<file path="config.mk">
export PLATFORM = sky130hd
export DESIGN_NAME = hd_eval_frontend
export DESIGN_NICKNAME = d
export VERILOG_FILES = /design/src/rtl/hd_eval_pkg.sv /design/src/rtl/hd_bit_deser.sv /design/src/rtl/hd_eval_frontend.sv
export SDC_FILE = /design/constraint.sdc
export NUM_CORES = 1
export LEC_CHECK = 0
export ABC_AREA = 0
export CAP_MARGIN = 5
export CORE_MARGIN = 8
export CORE_UTILIZATION = 37
export DETAILED_ROUTE_END_ITERATION = 7
export MAX_ROUTING_LAYER = met4
export PLACE_DENSITY = 0.55
export SYNTH_ARGS = -nofsm -noshare
export SYNTH_HDL_FRONTEND = slang
export SYNTH_SLANG_ARGS = --single-unit
</file>
<file path="constraint.sdc">
create_clock -name clk -period 2.3 [get_ports clk]
set_input_delay 0.345 -clock clk [delete_from_list [all_inputs] [get_ports clk]]
set_output_delay 0.345 -clock clk [all_outputs]
set_load 0.1 [all_outputs]
</file>
<file path="src/rtl/hd_eval_pkg.sv">
// Shared types for the predicate-evaluation front end: FSM states, byte width, bit index.
package hd_eval_pkg;

  localparam int BYTE_W = 8;

  typedef logic [2:0] bit_idx_t;

  typedef enum logic [1:0] {
    COLLECT = 2'd0,
    EVAL    = 2'd1,
    OUTPUT  = 2'd2
  } hd_state_t;

endpackage

</file>
<file path="src/rtl/hd_bit_deser.sv">
// Serial-to-byte deserialiser: indexed bit write, zero-pads the upper bits when a frame ends mid-byte.
// close/partial/last are combinational on the accepted bit; bit_vld must already include the ready qualifier.
module hd_bit_deser
  import hd_eval_pkg::*;
(
  input  logic              clk,
  input  logic              rst_n,
  input  logic              bit_vld,
  input  logic              bit_dat,
  input  logic              bit_last,
  output logic [BYTE_W-1:0] byte_dat,
  output logic              close,
  output logic              partial,
  output logic              last
);

  bit_idx_t          idx;
  logic [BYTE_W-1:0] byte_nxt;

  assign close   = bit_vld && ((idx == 3'd7) || bit_last);
  assign partial = close && (idx != 3'd7);
  assign last    = close && bit_last;

  always_comb begin
    byte_nxt = byte_dat;
    for (int i = 0; i < BYTE_W; i++) begin
      if (i == int'(idx)) begin
        byte_nxt[i] = bit_dat;
      end else if (partial && (i > int'(idx))) begin
        byte_nxt[i] = 1'b0;
      end
    end
  end

  always_ff @(posedge clk) begin
    if (!rst_n) begin
      byte_dat <= '0;
      idx      <= '0;
    end else if (bit_vld) begin
      byte_dat <= byte_nxt;
      idx      <= close ? 3'd0 : idx + 3'd1;
    end
  end

endmodule

</file>
<file path="src/rtl/hd_eval_frontend.sv">
// Front end for the combinational predicate block: collects a byte, evaluates for one cycle, presents the result.
// Closing bit at edge N gives res_valid from edge N+2; res_ready low parks the FSM in OUTPUT with in_ready low.
module hd_eval_frontend
  import hd_eval_pkg::*;
#(
  parameter int CNT_W = 16
) (
  input  logic             clk,
  input  logic             rst_n,
  input  logic             in_valid,
  input  logic             in_bit,
  input  logic             in_last,
  output logic             in_ready,
  output logic             x0,
  output logic             x1,
  output logic             x2,
  output logic             x3,
  output logic             x4,
  output logic             x5,
  output logic             x6,
  output logic             x7,
  input  logic             y0,
  output logic             res_valid,
  input  logic             res_ready,
  output logic [7:0]       res_byte,
  output logic             res_y,
  output logic             res_partial,
  output logic             res_last,
  output logic [CNT_W-1:0] res_count
);

  hd_state_t         state, state_nxt;
  logic              accept, handshake;
  logic              close, close_partial, close_last;
  logic [BYTE_W-1:0] byte_dat;
  logic [CNT_W-1:0]  cnt, cnt_inc;

  assign in_ready  = (state == COLLECT);
  assign res_valid = (state == OUTPUT);
  assign accept    = in_valid && in_ready;
  assign handshake = res_valid && res_ready;

  // Saturate rather than wrap so a long frame never reports a small count.
  assign cnt_inc = (&cnt) ? cnt : cnt + CNT_W'(y0);

  hd_bit_deser u_deser (
    .clk      (clk),
    .rst_n    (rst_n),
    .bit_vld  (accept),
    .bit_dat  (in_bit),
    .bit_last (in_last),
    .byte_dat (byte_dat),
    .close    (close),
    .partial  (close_partial),
    .last     (close_last)
  );

  assign {x7, x6, x5, x4, x3, x2, x1, x0} = byte_dat;
  assign res_byte = byte_dat;

  always_ff @(posedge clk) begin
    if (!rst_n) begin
      state <= COLLECT;
    end else begin
      state <= state_nxt;
    end
  end

  always_comb begin
    state_nxt = state;
    unique case (state)
      COLLECT: if (close) state_nxt = EVAL;
      EVAL:    state_nxt = OUTPUT;
      OUTPUT:  if (res_ready) state_nxt = COLLECT;
      default: state_nxt = COLLECT;
    endcase
  end

  always_ff @(posedge clk) begin
    if (!rst_n) begin
      res_y       <= 1'b0;
      res_partial <= 1'b0;
      res_last    <= 1'b0;
      res_count   <= '0;
      cnt         <= '0;
    end else begin
      if (close) begin
        res_partial <= close_partial;
        res_last    <= close_last;
      end
      if (state == EVAL) begin
        res_y     <= y0;
        res_count <= cnt_inc;
        cnt       <= cnt_inc;
      end
      if (handshake) begin
        res_partial <= 1'b0;
        if (res_last) begin
          cnt      <= '0;
          res_last <= 1'b0;
        end
      end
    end
  end

endmodule
</file>
=== Word level (Yosys, flattened, before mapping) ===
Cells that the tools add are included.

* Bitwise gates (word level): 1
* Muxes and demuxes: 25
* Order comparisons: 7
* Eq/ne operators: 13
* $mul: 0
* $add $sub $neg: 2
* Shift-type cells: 0
* Divide/modulo/power cells: 0
* Reductions and logical operators: 33

{| class="wikitable"
|+ Operators with widths
! cell !! count
|-
| $mux W16 || 4
|-
| $reduce_and A2 Y1 || 9
|-
| $mux W1 || 17
|-
| $add A16 B1 Y16 || 1
|-
| $reduce_and A16 Y1 || 1
|-
| $reduce_bool A2 Y1 || 7
|-
| $eq A3 B3 Y1 const A || 4
|-
| $gt A3 B3 Y1 const A || 4
|-
| $logic_and A1 B1 Y1 || 12
|-
| $eq A2 B3 Y1 const A || 2
|-
| $gt A2 B3 Y1 const A || 2
|-
| $pmux W2 S3 || 1
|-
| $mux W2 || 2
|-
| $ne A2 B1 Y1 const B || 2
|-
| $add A3 B1 Y3 const B || 1
|-
| $eq A1 B3 Y1 const A || 1
|-
| $eq A3 B3 Y1 const B || 1
|-
| $gt A1 B3 Y1 const A || 1
|-
| $logic_not A3 Y1 || 1
|-
| $mux W3 || 1
|-
| $ne A3 B3 Y1 const B || 1
|-
| $eq A2 B1 Y1 const B || 1
|-
| $eq A2 B2 Y1 const B || 1
|-
| $logic_not A2 Y1 || 1
|-
| 3 further kinds || 3
|}

* Memory bits (writable): 0
* Latch bits: 0
* Register bits: 48
* Bits in read-only memories: 0
* Input bits: 7
* Memories kept: 0
* Output and inout bits: 37

=== Longest topological paths before layout ===
Gate-level depths: netlist (run 1).

* Depth after elaboration: 7
* Mapped depth: 6

=== Hierarchy ===
A second synthesis (run 1) with hierarchy kept.

* Cell total of the unflattened synthesis: 301
* Area total of the unflattened synthesis: 2608.8 um^2

{| class="wikitable"
|+ Modules (own cells, without submodules)
! module !! cells each !! area an instance (um^2) !! times used !! sequential area each (um^2)
|-
| hd_eval_frontend || 228 || 1928.1 || 1 || 740.7
|-
| hd_bit_deser || 73 || 680.7 || 1 || 220.2
|}

=== Worst setup path after synthesis (run 1) ===
Ideal clock, no wire load.

* Kind: flip-flop to flip-flop
* Start: register state[0]
* End: register u_deser.byte_dat[1]
* Buffers on the path: 1
* Period minus slack after synthesis: 2.479 ns
* Data arrival time: 2.347 ns
* Cell stages (with the launch flop): 6
* Path slack: -0.179 ns
* Cells stage by stage: dfxtp_1 -> nor2_1 -> nand2_1 -> clkbuf_1 -> o31ai_1 -> a21oi_1

* Word-level cells in the longest chain between the ends: 7

{| class="wikitable"
|+ RTL lines
! what !! line !! RTL
|-
| start: declaration || hd_eval_frontend.sv:32 || <nowiki>hd_state_t state, state_nxt;</nowiki>
|-
| start signal: assignment || hd_eval_frontend.sv:65 || <nowiki>state <= state_nxt;</nowiki>
|-
| $logic_not A2 Y1 (*) || hd_eval_frontend.sv:38 || <nowiki>assign in_ready = (state == COLLECT);</nowiki>
|-
| via in_ready || hd_eval_frontend.sv:13 || <nowiki>output logic in_ready,</nowiki>
|-
| $logic_and A1 B1 Y1 (*) || hd_eval_frontend.sv:40 || <nowiki>assign accept = in_valid && in_ready;</nowiki>
|-
| $logic_and A1 B1 Y1 || hd_bit_deser.sv:20 || <nowiki>assign close = bit_vld && ((idx == 3'd7) || bit_last);</nowiki>
|-
| $logic_and A1 B1 Y1 || hd_bit_deser.sv:21 || <nowiki>assign partial = close && (idx != 3'd7);</nowiki>
|-
| $logic_and A1 B1 Y1 || hd_bit_deser.sv:29 || <nowiki>end else if (partial && (i > int'(idx))) begin</nowiki>
|-
| $reduce_bool A2 Y1 (no source line) || n/a ||
|-
| $reduce_and A2 Y1 (no source line) (*) || n/a ||
|-
| end signal: assignment || hd_bit_deser.sv:40 || <nowiki>byte_dat <= byte_nxt;</nowiki>
|-
| end: declaration || hd_bit_deser.sv:11 || <nowiki>output logic [BYTE_W-1:0] byte_dat,</nowiki>
|}

The timed path passes the listed nets; every way through them passes the cells marked *.
A chain may end at the register's enable or synchronous reset.

=== Worst setup path in the final report (run 1) ===
* Start: input y0
* End: register cnt[13]

* Word-level cells in the longest chain between the ends: 5

{| class="wikitable"
|+ RTL lines
! what !! line !! RTL
|-
| start: declaration || hd_eval_frontend.sv:22 || <nowiki>input logic y0,</nowiki>
|-
| $add A16 B1 Y16 (*) || hd_eval_frontend.sv:44 || <nowiki>assign cnt_inc = (&cnt) ? cnt : cnt + CNT_W'(y0);</nowiki>
|-
| $mux W16 (*) || hd_eval_frontend.sv:44 ||
|-
| $mux W16 (*) || hd_eval_frontend.sv:91 || <nowiki>if (state == EVAL) begin</nowiki>
|-
| $mux W16 || hd_eval_frontend.sv:98 || <nowiki>if (res_last) begin</nowiki>
|-
| $mux W16 (*) || hd_eval_frontend.sv:96 || <nowiki>if (handshake) begin</nowiki>
|-
| end signal: assignment || hd_eval_frontend.sv:94 || <nowiki>cnt <= cnt_inc;</nowiki>
|-
| end: declaration || hd_eval_frontend.sv:36 || <nowiki>logic [CNT_W-1:0] cnt, cnt_inc;</nowiki>
|}

Mark *: on every way between the ends. The rest lies on a longest branch, timed or not.

==> results of run 1 <==
Yosys cell counts, drive strengths merged (2+ instances only):
library cell  number  area (µm²)
nor3b              2        15.0
a211oi             2        15.0
a22oi              3        22.5
nor4               2        18.8
nand2b             4        25.0
nand3             17        85.1
o21ai             26         130
nor3               6        30.0
o311ai             2        17.5
and3               3        18.8
a31oi             10        62.6
or3                9        56.3
and4               3        26.3
or4               13         101
inv                6        22.5
nand2             32         120
buf               14        95.1
nor2b              3        18.8
a21oi             31         155
o221a              4        45.0
a211o              2        17.5
dfxtp             48         961
a2111oi            2        17.5
nor2              10        37.5
clkbuf            13        48.8
ha                 8         100
o41ai              3        26.3
nand4              7        58.8
o31ai             14         105
o211ai             2        15.0
worst min-delay path, cell delays in order (launching register included):
cell and delay [ns]:
dfxtp_1 0.32, nand2_1 0.05, a21oi_1 0.05
final timing paths:
check,endpoint,cells after the start
max,cnt[13],6
min reg2reg,res_y,2
max reg2reg,cnt[13],5
min,res_y,2
state kept, by name (all words and copies together), names as in the netlist:
register          flops
res_y                 1
res_count            16
u_deser.byte_dat      8
u_deser.idx           3
res_partial           1
state                 2
cnt                  16
res_last              1
metrics by stage:
stage	hold WS (ns)	utilization (%)	setup TNS (ns)	total power, mW
floorplan	0.481	-	0	1.10
global placement	0.446	44.8	-0.188	1.18
detailed placement	0.449	44.8	-0.385	1.18
CTS	0.461	46.2	0	1.73
global route	0.477	46.2	0	1.78
finish	0.457	46.2	0	1.70
metal layers:
metal	share of wire [%]	vias to the layer above	global-route usage [%]
met5	0	-	-
met2	44	62	22.1
met1	50	1175	19.5
li1	-	1252	-
met3	5.2	4	3.38
met4	0.48	0	3.19
where the power goes:
| group | internal [mW] | switching (mW) |
|---|---|---|
| Clock | 0.268 | 0.272 |
| Combinational | 0.0720 | 0.220 |
| Sequential | 0.851 | 0.0173 |
final cells by class:
type | count | area [µm²]
fillers | 698 | 3610
inverters | 6 | 22.5
flip-flops and latches | 48 | 961
well taps | 80 | 100
repair buffers | 67 | 518
clock buffers | 7 | 96.3
multi-input cells | 227 | 1410
kinds of logic after synthesis:
kind of cell,share of synthesized area [%]
xor+xnor,0.346
simple gates,25.2
flops,38.0
buf+inv,6.58
fa+ha+maj,3.96
compound gates,25.9
==> impl_metrics.yaml, run 1 <==
placement:
  dp_hpwl_mm: 5.10
  placed_cells: 428
  post-place-ws_ns: -0.104
  placed_area_mm2: 0.00301
  place_congestion: 0.809
  portBuffers: 43
critical_path:
  critPathCaptureType: "register"
  regToRegStartpoint: "cnt[0]"
  criticalPathCategory: "in -> reg"
  worstPathArrival_ns: 2.35
  cp_top_family: "simple AND/OR/NAND/NOR gates"
  crit_fanout: 4
  cp_slowest_cell: "or4_4"
  crit_path_cell_trace: "clkdlybuf4s50_1 > ha_1 > nand4_1 > or4_4 > or4_1 > a21oi_1"
  worstPathRequired_ns: 2.53
  rrSetupSlack_ns: 0.28
  crit_start: "y0"
  path_buf_inv: 1
  critical_path.max_stage_delay_ns: 0.51
  critPathLaunchType: "input port"
clocking:
  ctsResizeCount: 0
  cts_buffers: 5
  cts_setup_buffers: 0
  ctsHoldBuffers: 0
  clockRootBuffer: "clkbuf_8"
  clockBufferDepth: 2
  clock_sinks: 48
  clock_latency_ns: 0.30
  cts_max_level: 2
  clk_pin_slew_ns: 0.08
  cts_tree: "yes"
timing:
  max_clock_freq_mhz: 473
  setup_viol: 0
  hold_viol_final: 0
  skew_ns: 0.00754
  slew_viol_final: 0
  rsz0062_at_grt: "no"
  slew_headroom_pct: 52.0
  worst_slack_ns: 0.184
  fin_crit_ns: 2.12
  worstMarginPinSlew_ns: 0.720
  fin_crit_sh_pct: 92.0
final_layout:
  final_common_cell: "buf_4"
  syn_to_final_growth_pct: 22.8
  final_area_mm2: 0.00310
  final_nets: 370
  instances_no_fill: 435
  drive_gt1_share_pct: 22.0
  layout_common_cells: "buf_4, dfxtp_1, nand2_1, a21oi_1, o21ai_0"
  insertedDiodeCount: 0
worst_hold_path:
  hp-start: "res_y"
  hp-class: "reg -> reg"
global_routing:
  grt_max_degree: 20
  overflow: 0
  grt_pass1_wl_mm: 11.6
  grt_pass1_vias: 2318
  grt_usage_pct: 14.7
  antenna_found_initial: 0
run:
  maxCapViolCount: 0
floorplan:
  die_h_um: 98.7
  start_util_pct: 37.6
  rows: 30
  io_pins: 44
  die_w_um: 98.7
  coreArea_mm2: 0.00672
  die-area_mm2: 0.00974
logic_synthesis:
  synth_cell_type_count: 41
  synthesis.area_mm2: 0.00253
  yosysWarnings: 0
  postSynthAreaPerCell_um2: 8.21
  synth_edf_count: 0
  syn-num-nets: 323
  synth_seq_cells: 48
  yosysSeqAreaShare_pct: 38.0
  synthArstFlopShare_pct: 0
  ys.flop_type: "dfxtp_1"
  synthCells: 308
drt:
  viasPerCell: 5.73
  drt-total-wl_mm: 6.88
  firstDrtPassIters: 4
  first_iter_violations: 113
  vias: 2493
  wire_per_inst_um: 15.8
  drc_errors: 0
  antenna_left: 0
run_status:
  status: "finished clean"
power_and_ir_drop:
  ir_worst_vdd_v: 0.000327
  leakagePower_nw: 1.12
  cellPowerDensity_mw_per_mm2: 548
No activity file was read; power rests on OpenSTA's default activity.
==> inputs of run 2 (changes only) <==
- CTS_BUF_LIST: not set -> sky130_fd_sc_hd__clkbuf_4 sky130_fd_sc_hd__clkbuf_8 sky130_fd_sc_hd__clkbuf_16
==> results of run 2 <==
Final layout, timing and power as in run 1 (identical DEF).
